### src/rtl/display_fifo_if.sv
// display_fifo_if
// Bus-side signals of the display output unit: the write strobe, channel select
// and data coming from bus_out, plus the status flags and channel latches.
// Optional status readback (out_en / rd_data) exists only when the macro
// DSP_READBACK_EN is defined.
interface display_fifo_if #(
   parameter int WIDTH    = 16,
   parameter int CHANNELS = 2
);
   localparam int CH_W = (CHANNELS > 1) ? $clog2(CHANNELS) : 1;

   logic                      in_en;
   logic [CH_W-1:0]           ch_sel;
   logic [WIDTH-1:0]          in;
   logic                      full;
   logic                      empty;
   logic                      busy;
   logic [CHANNELS*WIDTH-1:0] out;

`ifdef DSP_READBACK_EN
   logic                      out_en;
   logic [WIDTH-1:0]          rd_data;

   modport master (
      output in_en, ch_sel, in, out_en,
      input  full, empty, busy, out, rd_data
   );

   modport slave (
      input  in_en, ch_sel, in, out_en,
      output full, empty, busy, out, rd_data
   );
`else
   modport master (
      output in_en, ch_sel, in,
      input  full, empty, busy, out
   );

   modport slave (
      input  in_en, ch_sel, in,
      output full, empty, busy, out
   );
`endif

endinterface

### src/rtl/display_fifo.sv
// display_fifo
// Bus-attached output unit with CHANNELS output latches. A DEPTH-entry write
// FIFO decouples the core from the latches; a three-state drain FSM moves one
// word at a time into its target channel and holds it for HOLD_CYCLES cycles
// before draining the next one, so LEDs/pins stay readable.
// Optional feature: define DSP_READBACK_EN to get the sticky overflow flag
// and a combinational status word on rd_data (gated by out_en).
module display_fifo #(
   parameter int WIDTH       = 16,
   parameter int DEPTH       = 4,
   parameter int CHANNELS    = 2,
   parameter int HOLD_CYCLES = 4
) (
   input  logic            clk,
   input  logic            rst,
   display_fifo_if.slave   bus_if
);

   // Address bits of the storage array; pointers carry one extra wrap bit so
   // that full and empty are distinguishable.
   localparam int AW   = (DEPTH > 1) ? $clog2(DEPTH) : 1;
   localparam int PW   = AW + 1;
   localparam int CH_W = (CHANNELS > 1) ? $clog2(CHANNELS) : 1;
   localparam int HW   = (HOLD_CYCLES > 1) ? $clog2(HOLD_CYCLES) : 1;
   localparam int EW   = CH_W + WIDTH;

   localparam logic [PW-1:0] DEPTH_P   = PW'(DEPTH);
   localparam logic [HW-1:0] HOLD_LAST = HW'(HOLD_CYCLES - 1);

   typedef enum logic [1:0] {
      S_IDLE = 2'd0,
      S_LOAD = 2'd1,
      S_HOLD = 2'd2
   } state_t;

   // FIFO storage: each entry is {channel, data}
   logic [EW-1:0]             mem [DEPTH];

   logic [PW-1:0]             wr_ptr_q, wr_ptr_d;
   logic [PW-1:0]             rd_ptr_q, rd_ptr_d;
   logic [PW-1:0]             count_d;
   logic                      full_q, full_d;
   logic                      empty_q, empty_d;

   state_t                    state_q, state_d;
   logic [HW-1:0]             hold_q, hold_d;

   logic                      push;
   logic                      pop;
   logic [EW-1:0]             head;
   logic [CH_W-1:0]           head_ch;
   logic [WIDTH-1:0]          head_data;
   logic                      busy_w;
   logic [CHANNELS*WIDTH-1:0] out_flat;

   // A push is accepted only against the registered full flag; a pop frees a
   // slot on the same edge but cannot make room for a push in that cycle.
   assign push = bus_if.in_en && !full_q;
   assign pop  = (state_q == S_LOAD);

   // The head entry is read combinationally so the LOAD cycle can latch it
   assign head      = mem[rd_ptr_q[AW-1:0]];
   assign head_ch   = head[EW-1:WIDTH];
   assign head_data = head[WIDTH-1:0];

   // Storage write; contents need no reset because the pointers define validity
   always_ff @(posedge clk) begin
      if (push) begin
         mem[wr_ptr_q[AW-1:0]] <= {bus_if.ch_sel, bus_if.in};
      end
   end

   // Next pointer values and the flags derived from the resulting occupancy
   always_comb begin
      wr_ptr_d = wr_ptr_q;
      rd_ptr_d = rd_ptr_q;
      if (push) begin
         wr_ptr_d = wr_ptr_q + PW'(1);
      end
      if (pop) begin
         rd_ptr_d = rd_ptr_q + PW'(1);
      end
      count_d = wr_ptr_d - rd_ptr_d;
      full_d  = (count_d == DEPTH_P);
      empty_d = (count_d == '0);
   end

   // Pointer and flag registers; flags move on the same edge as push/pop
   always_ff @(posedge clk or posedge rst) begin
      if (rst) begin
         wr_ptr_q <= '0;
         rd_ptr_q <= '0;
         full_q   <= 1'b0;
         empty_q  <= 1'b1;
      end else begin
         wr_ptr_q <= wr_ptr_d;
         rd_ptr_q <= rd_ptr_d;
         full_q   <= full_d;
         empty_q  <= empty_d;
      end
   end

   // Drain FSM next-state: IDLE waits for data, LOAD pops one word, HOLD
   // counts down HOLD_CYCLES cycles before the next drain decision.
   always_comb begin
      state_d = state_q;
      hold_d  = hold_q;
      unique case (state_q)
         S_IDLE: begin
            if (!empty_q) begin
               state_d = S_LOAD;
            end
         end
         S_LOAD: begin
            hold_d  = HOLD_LAST;
            state_d = S_HOLD;
         end
         S_HOLD: begin
            if (hold_q == '0) begin
               state_d = empty_q ? S_IDLE : S_LOAD;
            end else begin
               hold_d = hold_q - HW'(1);
            end
         end
         default: begin
            state_d = S_IDLE;
            hold_d  = '0;
         end
      endcase
   end

   // Drain FSM state and hold counter registers
   always_ff @(posedge clk or posedge rst) begin
      if (rst) begin
         state_q <= S_IDLE;
         hold_q  <= '0;
      end else begin
         state_q <= state_d;
         hold_q  <= hold_d;
      end
   end

   assign busy_w = (state_q != S_IDLE);

   // One latch per output channel; unaddressed channels keep their value
   generate
      for (genvar gi = 0; gi < CHANNELS; gi++) begin : g_chan
         logic [WIDTH-1:0] chan_q;

         // Capture the head word when the LOAD targets this channel
         always_ff @(posedge clk or posedge rst) begin
            if (rst) begin
               chan_q <= '0;
            end else if (pop && (head_ch == CH_W'(gi))) begin
               chan_q <= head_data;
            end
         end

         assign out_flat[gi*WIDTH +: WIDTH] = chan_q;
      end
   endgenerate

   assign bus_if.out   = out_flat;
   assign bus_if.full  = full_q;
   assign bus_if.empty = empty_q;
   assign bus_if.busy  = busy_w;

`ifdef DSP_READBACK_EN
   logic          overflow_q;
   logic [PW-1:0] count_q;

   assign count_q = wr_ptr_q - rd_ptr_q;

   // Sticky overflow: any strobe while full is remembered until reset
   always_ff @(posedge clk or posedge rst) begin
      if (rst) begin
         overflow_q <= 1'b0;
      end else if (bus_if.in_en && full_q) begin
         overflow_q <= 1'b1;
      end
   end

   // Status word for the bus mux; zero whenever it is not selected
   always_comb begin
      bus_if.rd_data = '0;
      if (bus_if.out_en) begin
         bus_if.rd_data = {overflow_q, full_q, empty_q, busy_w, (WIDTH-4)'(count_q)};
      end
   end
`endif

endmodule
### src/flat_wrapper.sv
// flat-port wrapper written by rule: the top's interface ports become plain ports
module display_fifo_flat 
#(
   parameter int WIDTH       = 16,
   parameter int DEPTH       = 4,
   parameter int CHANNELS    = 2,
   parameter int HOLD_CYCLES = 4
)
  (clk, rst, bus_if_in_en, bus_if_ch_sel, bus_if_in, bus_if_full, bus_if_empty, bus_if_busy, bus_if_out);
  display_fifo_if #(.WIDTH(WIDTH), .CHANNELS(CHANNELS)) bus_if_i ();
  input  logic clk;
  input  logic rst;
  input wire logic [$bits(bus_if_i.in_en)-1:0] bus_if_in_en;
  input wire logic [$bits(bus_if_i.ch_sel)-1:0] bus_if_ch_sel;
  input wire logic [$bits(bus_if_i.in)-1:0] bus_if_in;
  output wire logic [$bits(bus_if_i.full)-1:0] bus_if_full;
  output wire logic [$bits(bus_if_i.empty)-1:0] bus_if_empty;
  output wire logic [$bits(bus_if_i.busy)-1:0] bus_if_busy;
  output wire logic [$bits(bus_if_i.out)-1:0] bus_if_out;
  assign bus_if_i.in_en = bus_if_in_en;
  assign bus_if_i.ch_sel = bus_if_ch_sel;
  assign bus_if_i.in = bus_if_in;
  assign bus_if_full = bus_if_i.full;
  assign bus_if_empty = bus_if_i.empty;
  assign bus_if_busy = bus_if_i.busy;
  assign bus_if_out = bus_if_i.out;
  display_fifo #(.WIDTH(WIDTH), .DEPTH(DEPTH), .CHANNELS(CHANNELS), .HOLD_CYCLES(HOLD_CYCLES)) u_core (.clk(clk), .rst(rst), .bus_if(bus_if_i));
endmodule
### config.mk
export PLATFORM = sky130hd
export DESIGN_NAME = display_fifo_flat
export DESIGN_NICKNAME = d
export VERILOG_FILES = /design/src/rtl/display_fifo_if.sv /design/src/rtl/display_fifo.sv /design/src/flat_wrapper.sv
export SDC_FILE = /design/constraint.sdc
export NUM_CORES = 1
export LEC_CHECK = 0
export ABC_AREA = 1
export CAP_MARGIN = 15
export CORE_ASPECT_RATIO = 0.6
export CORE_MARGIN = 1
export CORE_UTILIZATION = 50
export CTS_CLUSTER_SIZE = 30
export DETAILED_ROUTE_END_ITERATION = 10
export PLACE_DENSITY = 0.76
export SYNTH_ARGS = -nofsm -noshare
export SYNTH_HDL_FRONTEND = slang
export SYNTH_SLANG_ARGS = --single-unit
### constraint.sdc
create_clock -name clk -period 1.74 [get_ports clk]
set_input_delay 0.348 -clock clk [delete_from_list [all_inputs] [get_ports clk]]
set_output_delay 0.348 -clock clk [all_outputs]
set_load 0.03 [all_outputs]
==> results of run 1 <==
## worst paths after layout
check / to / slack, ps / from / depth (start not counted)
max: u_core.bus_if.full$_DFF_PP0_ / 10 / u_core.rd_ptr_q[0]$_DFF_PP0_ / 12
min: u_core.g_chan[0].chan_q[4]$_DFFE_PP0P_ / 370 / rst / 3
max reg2reg: u_core.bus_if.full$_DFF_PP0_ / 10 / u_core.rd_ptr_q[0]$_DFF_PP0_ / 12
min reg2reg: u_core.g_chan[0].chan_q[2]$_DFFE_PP0P_ / 470 / u_core.g_chan[0].chan_q[2]$_DFFE_PP0P_ / 2
max in group asynchronous: u_core.bus_if.empty$_DFF_PP1_ / 1110 / rst / 3
min in group clk: u_core.wr_ptr_q[2]$_DFF_PP0_ / 430 / bus_if_in_en / 4
## metrics by stage
| stage | setup WS, ps | cell area (sq um) | util | std cells | hold WS (ps) |
|---|---|---|---|---|---|
| floorplan | -259.0 | 4647 | - | 405 | 446.9 |
| global placement | -333.9 | 5451 | 0.6230 | 582 | 462.6 |
| detailed placement | -483.9 | 5451 | 0.6230 | 582 | 467.6 |
| CTS | -88.39 | 5742 | 0.6561 | 598 | 370.8 |
| global route | -71.87 | 5909 | 0.6753 | 601 | 399.1 |
| finish | 10.43 | 5909 | 0.6753 | 601 | 369.9 |
## power breakdown
| group | switching, mW | total, mW | internal, mW | leakage (nW) |
|---|---|---|---|---|
| clock network | 0.942 | 2.08 | 1.14 | 0.146 |
| logic | 3.60 | 5.69 | 2.08 | 1.39 |
| registers | 0.335 | 3.98 | 3.65 | 1.17 |
| total | 4.88 | 11.8 | 6.87 | 2.71 |
## timing repair
| item | 4_1_cts | 5_1_grt |
|---|---|---|
| pin swaps | 2 | 9 |
| cloned | 0 | 0 |
| endpoints found under the setup margin | 27 | 31 |
| gates resized for setup | 27 | 39 |
| endpoints found under the hold margin | 0 | 0 |
| buffers inserted | 0 | 3 |
## sequential cells by signal, summed over array words and instances (netlist names)
name / cells
u_core.wr_ptr_q: 3
u_core.mem: 68
u_core.hold_q: 2
u_core.state_q: 2
u_core.bus_if.empty: 1
u_core.rd_ptr_q: 3
u_core.g_chan.chan_q: 32
u_core.bus_if.full: 1
## cells in the mapped netlist, drive strengths merged
library cell and number:
a22oi 1, inv 45, dfstp 1, a21oi 30, nor2 5, buf 16
ha 13, o21ai 19, nand3 16, xor2 2, edfxtp 68, o22ai 3
dfrtp 43, nand2 127, o211ai 16
## worst max-delay path: stages (launching register included)
cell and delay (ps):
dfrtp_1 410, ha_1 290, nand2_1 60, o21ai_2 70, inv_2 70, ha_4 280
nand2_2 60, nand2_2 60, nand3_2 70, nand2_1 90, nand2_2 70, nand2_2 60
nor2_2 40
## cell families after synthesis
family | after synthesis | share of synthesized area
adders and majority gates | 13 | 0.03510
buffers and inverters | 61 | 0.06209
xor gates and xnor gates | 2 | 0.003780
and+or+nand+nor | 148 | 0.1328
DFF | 112 | 0.6785
AOI/OAI and AO/OA | 69 | 0.08774
## final cells by class
class | count | area [sq um] | area share
inverters | 45 | 176.4 | 0.02985
well taps | 112 | 140.1 | 0.02371
repair buffers | 84 | 829.5 | 0.1404
multi-input cells | 232 | 1315 | 0.2225
flip-flops and latches | 112 | 3144 | 0.5321
clock buffers | 10 | 229.0 | 0.03875
clock inverters | 6 | 75.07 | 0.01270
## cell usage in the layout, fill, tap and decap left out, drive strengths merged
cell,synthesis,routed
clkinv,0,1
a21oi,30,30
dfrtp,43,43
a22oi,1,1
nand2,127,127
edfxtp,68,68
buf,16,31
clkinvlp,0,1
nor2,5,5
inv,45,48
nand3,16,16
clkdlybuf4s50,0,18
dfstp,1,1
clkbuf,0,10
o22ai,3,3
ha,13,13
dlymetal6s2s,0,12
xor2,2,2
bufinv,0,1
o211ai,16,16
dlygate4sd2,0,23
o21ai,19,19
## routing by layer
| layer | global-route usage | share of wire | wire, microns |
|---|---|---|---|
| met1 | 0.3082 | 0.47 | 4458 |
| met2 | 0.3287 | 0.47 | 4524 |
| met3 | 0.06039 | 0.049 | 469 |
| met4 | 0.06265 | 0.010 | 99 |
| met5 | 0 | 0 | 0 |
==> summary.md, run 1 <==
| Metric | Value |
|---|---|
| Syn Area/Cell | ~11 sq um |
| WP data required | about 2000 ps |
| Total GRT Usage | 0.2175 |
| Yosys Warn Count | 0 |
| Maximum clock rate | between 500 and 600 MHz |
| Clock buffer depth | 2 |
| Post-DR vias/cell | 5.171 |
| Max Slew Vio Count | 0 |
| IO Pins | 55 |
| Synth top area cells | edfxtp_1, dfrtp_1, nand2_1, ha_1, inv_1 |
| Min Tclk post-route | 1730 ps |
| Root Buffer | clkbuf_16 |
| Syn-to-layout area delta | 27.51% |
| Residual DRC count | 0 |
| Hold Buf Count CTS | 0 |
| Yosys top cell by area | edfxtp_1 |
| RSZ-0062 raised after global routing | yes |
| Final Wtd Congestion | 0.7835 |
| Leak | approximately 2.7 nW |
| Final hold viol count | 0 |
| Via count | between 3k and 4k |
| VDD IR max | slightly below 0.8 mV |
| Library cells used by synthesis | 24 |
| Drt pass-1 iters | 4 |
| Worst setup EP type | flip-flop |
| CP Launch Type | flip-flop |
| Hpwl dp | between 6 and 7 mm |
| Inserted Clock Buffers | 9 |
| PortBufs | 54 |
| Overall Power | 11.75 mW |
| Clk slew on worst S/H paths | 70 ps |
| Clock Latency Late Sink | between 300 and 400 ps |
| # Max-Cap Violations | 0 |
| Pwr per Cell Area | approximately 2000 nW/um^2 |
| Worst Path Max Fanout | 3 |
| #FFs+latches synth | ~110 |
| Final worst-path cycle share | 0.9940 |
| H-tree level count | 3 |
| Die width | approximately 130 microns |
| Mapped Area | approximately 4600 sq um |
| Setup TNS | 0 ps |
| Nets | around 520 |
| Post-Route WL | 9.551 mm |
| TritonCTS Sinks | approximately 110 |
| Status | finished, final reports clean |
| HP Class | in -> async |
| TritonCTS clock tree | built |
| Setup Skew | 6.967 ps |
| Max-Slew Margin vs Limit | 0.7521 |
| Post-DRT Antenna Nets | 0 |
| Share of layout cells above drive strength 1 | 0.1677 |
| Antenna cells | 0 |
| Least-Margin Pin Slew | 371.8 ps |
| Vias in the first global route | roughly 3.2k |
| Grt total ovfl | 0 |
| Die Height | 76.58 microns |
| WL/cell | about 16 microns |
| CP arrival | 1980 ps |
| Initial drt markers | approximately 290 |
| Seq/Total Area, Yosys | 0.6785 |
| FP Rows | 26 |
| Largest net degree at the start of global routing | 45 |
| Initial antenna violation count | 0 |
| Final setup fails | 0 |
| Fillers | approximately 630 |
| First-pass GRT wire length | 15.71 mm |
| Synth Instances | approximately 410 |
| Critical path class | reg -> reg |
| Die area | ~9700 sq um |
| Synth top area share | 0.4406 |
| Core area | 8751 sq um |
| Syn Nets | approximately 440 |
| Starting Density | 0.5296 |
Power figures use the tool's default switching activity.
==> run 2: changes to the inputs <==
--- a/config.mk
+++ b/config.mk
@@ -10,6 +10,7 @@
 export CORE_ASPECT_RATIO = 0.6
 export CORE_MARGIN = 1
 export CORE_UTILIZATION = 50
+export CTS_CLUSTER_DIAMETER = 80
 export CTS_CLUSTER_SIZE = 30
 export DETAILED_ROUTE_END_ITERATION = 10
 export PLACE_DENSITY = 0.76
==> results of run 2 <==
Same layout as run 1: the final DEF is identical, and so are final timing and power.
==> run 3: changes to the inputs <==
--- a/config.mk
+++ b/config.mk
@@ -10,6 +10,7 @@
 export CORE_ASPECT_RATIO = 0.6
 export CORE_MARGIN = 1
 export CORE_UTILIZATION = 50
+export CTS_BUF_LIST = sky130_fd_sc_hd__clkbuf_4 sky130_fd_sc_hd__clkbuf_8 sky130_fd_sc_hd__clkbuf_16
 export CTS_CLUSTER_DIAMETER = 80
 export CTS_CLUSTER_SIZE = 30
 export DETAILED_ROUTE_END_ITERATION = 10
==> summary.md, run 3 (synthesized netlist as in run 1, its figures left out) <==
| Metric | Value |
|---|---|
| Max Slew Vio Count | 0 (unchanged) |
| Final setup fails | 0 (unchanged) |
| CP arrival | 1980 ps (about the same) |
| Die Height | 76.58 microns (unchanged) |
| TritonCTS clock tree | built |
| Power share of the clock group | 0.178 (about the same) |
| Post-Layout Cell Count | 601 (unchanged) |
| Setup slack, reg-to-reg | 10 ps (about the same) |
| Layout Utilization | 0.6767 (+0.001430) |
| Residual DRC count | 0 (unchanged) |
| Internal power | 6.894 mW (+0.31%) |
| CP cell instances | ha_1 > nand2_1 > o21ai_2 > inv_2 > ha_4 > nand2_2 > nand2_2 > nand3_2 > nand2_1 > nand2_2 > nand2_2 > nor2_2 |
| Critical path's slowest cell | dfrtp_1 |
| Seq pwr share | 0.337 (-0.002) |
| Final hold viol count | 0 (unchanged) |
| Most frequent cells in the layout | nand2_1, edfxtp_1, dfrtp_1 |
| IO Pins | 55 (unchanged) |
| Initial drt markers | 234 (-20%) |
| Hpwl dp | 6.514 mm (unchanged) |
| Final worst-path cycle share | 0.9941 (about the same) |
| Post-Route WL | 9.564 mm (+0.14%) |
| HP Class | in -> async |
| Overall Power | 11.81 mW (+0.47%) |
| Clock Latency Late Sink | 350 ps (about the same) |
| Drt pass-1 iters | 5 (+1) |
| Via count | 3,136 (+0.90%) |
| Post-DR vias/cell | 5.218 (+0.90%) |
| Total GRT Usage | 0.2173 (about the same) |
| Setup TNS | 0 ps (unchanged) |
| WL/cell | 15.91 microns (+0.14%) |
| Fin Hold WS | 360.1 ps (-9.878 ps) |
| Inserted Clock Buffers | 9 (unchanged) |
| # Max-Cap Violations | 0 (unchanged) |
| FF-to-FF path depth | 12 (unchanged) |
| TritonCTS Sinks | 112 (unchanged) |
| Root Buffer | clkbuf_16 |
| Nets | 517 (unchanged) |
| Worst setup EP type | flip-flop |
| Hold Buf Count CTS | 0 (unchanged) |
| Post-DRT Antenna Nets | 0 (unchanged) |
| PortBufs | 54 (unchanged) |
| Core area | 8751 sq um (unchanged) |
| First-pass GRT wire length | 15.70 mm (about the same) |
| Starting Density | 0.5296 (unchanged) |
| Comb pwr share | 0.484 (about the same) |
| Worst reg2reg endpoint | u_core.bus_if.full$_DFF_PP0_ |
| Status | finished, final reports clean |
| WP data required | 1990 ps (about the same) |
| Die area | 9671 sq um (unchanged) |
| Pwr per Cell Area | 1994 nW/um^2 (+0.26%) |
| Cell Area, Placed | 5451 sq um (unchanged) |
| Least-Margin Pin Slew | 367.5 ps (-4.303 ps) |
| Antenna cells | 0 (unchanged) |
| FP Rows | 26 (unchanged) |
| RSZ-0062 raised after global routing | yes |
| Slowest Stage Delay on Critical Path | 410 ps (about the same) |
| Initial antenna violation count | 0 (unchanged) |
| Clock buffer depth | 2 (unchanged) |
| Grt total ovfl | 0 (unchanged) |
| Top cell by count, worst path | nand2_2 |
| Commonest non-fill, non-tap cell in the layout | nand2_1 |
| Share of layout cells above drive strength 1 | 0.1718 (+0.004090) |
| Final Wtd Congestion | 0.7835 (unchanged) |
| Min Tclk post-route | 1730 ps (+0.1736 ps) |
| Largest net degree at the start of global routing | 45 (unchanged) |
| Worst Path Max Fanout | 3 (unchanged) |
| DP Worst Slack | -483.9 ps (unchanged) |
| VDD IR max | 0.7900 mV (-0.41%) |
| Switch share | 0.4162 (+0.0009373) |
| Vias in the first global route | 3,166 (-0.22%) |
| Final Cell Area | 5922 sq um (+0.21%) |
| Setup WS post-layout | 10.26 ps (-0.1736 ps) |
| Maximum clock rate | 578.1 MHz (about the same) |
| Reg2Reg Launch Point | u_core.rd_ptr_q[0]$_DFF_PP0_ |
| Leak | 2.705 nW (about the same) |
| H-tree level count | 3 (unchanged) |
| CP Launch Type | flip-flop |
| Setup Skew | 6.870 ps (-0.09740 ps) |
| Clk slew on worst S/H paths | 70 ps (about the same) |
| Die width | 126.3 microns (unchanged) |
| Max-Slew Margin vs Limit | 0.7550 (+0.002869) |
| Largest register FFs | 68 (unchanged) |
| Net switching power of the design | 4.915 mW (+0.70%) |
| Syn-to-layout area delta | 27.78% |
| Placed cells | 582 (unchanged) |
| Critical path class | reg -> reg |
-- run 3: cell counts in the layout (fill, tap and decap cells not counted) --
No cell type changed its count.
-- run 3: power groups by stage --
stage / logic [mW] / registers [mW] / clock network [mW]
floorplan: 2.73 / 4.71 / 0
CTS: 5.24 / 3.97 / 2.14
global placement: 5.11 / 4.00 / 0
detailed placement: 5.34 / 4.03 / 0
finish: 5.72 / 3.98 / 2.11
global route: 6.26 / 4.06 / 2.25
-- run 3: layer usage --
metal  up-vias  part of all wire  track usage
met5         -                 0            0
met3        12             0.053      0.05899
met1      1516              0.46       0.3087
li1       1518                 -            -
met4         0             0.013      0.06145
met2        90              0.47       0.3293
-- run 3: repair_timing --
item	in CTS	in global routing
resized for setup	27	40
pin swaps	2	9
setup endpoints to repair	27	31
setup buffers	0	3
cloned	0	0
-- run 3: critical path, delay by kind of cell, from the launching register on --
family | cells | cell delay [ps]
buf+inv | 1 | 70
fa+ha+maj | 2 | 570
simple gates | 8 | 510
compound gates | 1 | 70
flops | 1 | 410
-- run 3: area by class of cell --
cell class              instances  area (sq um)
clock buffers                  10         232.7
clock inverters                 6         75.07
fillers                       629          2829
inverters                      45         176.4
multi-input cells             232          1328
flip-flops and latches        112          3144
well taps                     112         140.1
repair buffers                 84         825.8
-- run 3: how the worst max path moves through the flow --
stage	from	end	slack, ps
after CTS	u_core.state_q[1]$_DFFE_PP0P_	u_core.bus_if.full$_DFF_PP0_	-90
after global placement	bus_if_in_en	u_core.bus_if.full$_DFF_PP0_	-330
after detailed placement	bus_if_in_en	u_core.bus_if.full$_DFF_PP0_	-480
final	u_core.rd_ptr_q[0]$_DFF_PP0_	u_core.bus_if.full$_DFF_PP0_	10
after floorplan	u_core.bus_if.full$_DFF_PP0_	u_core.mem[0][0]$_DFFE_PP_	-260
after global routing	u_core.state_q[1]$_DFFE_PP0P_	u_core.bus_if.full$_DFF_PP0_	-70
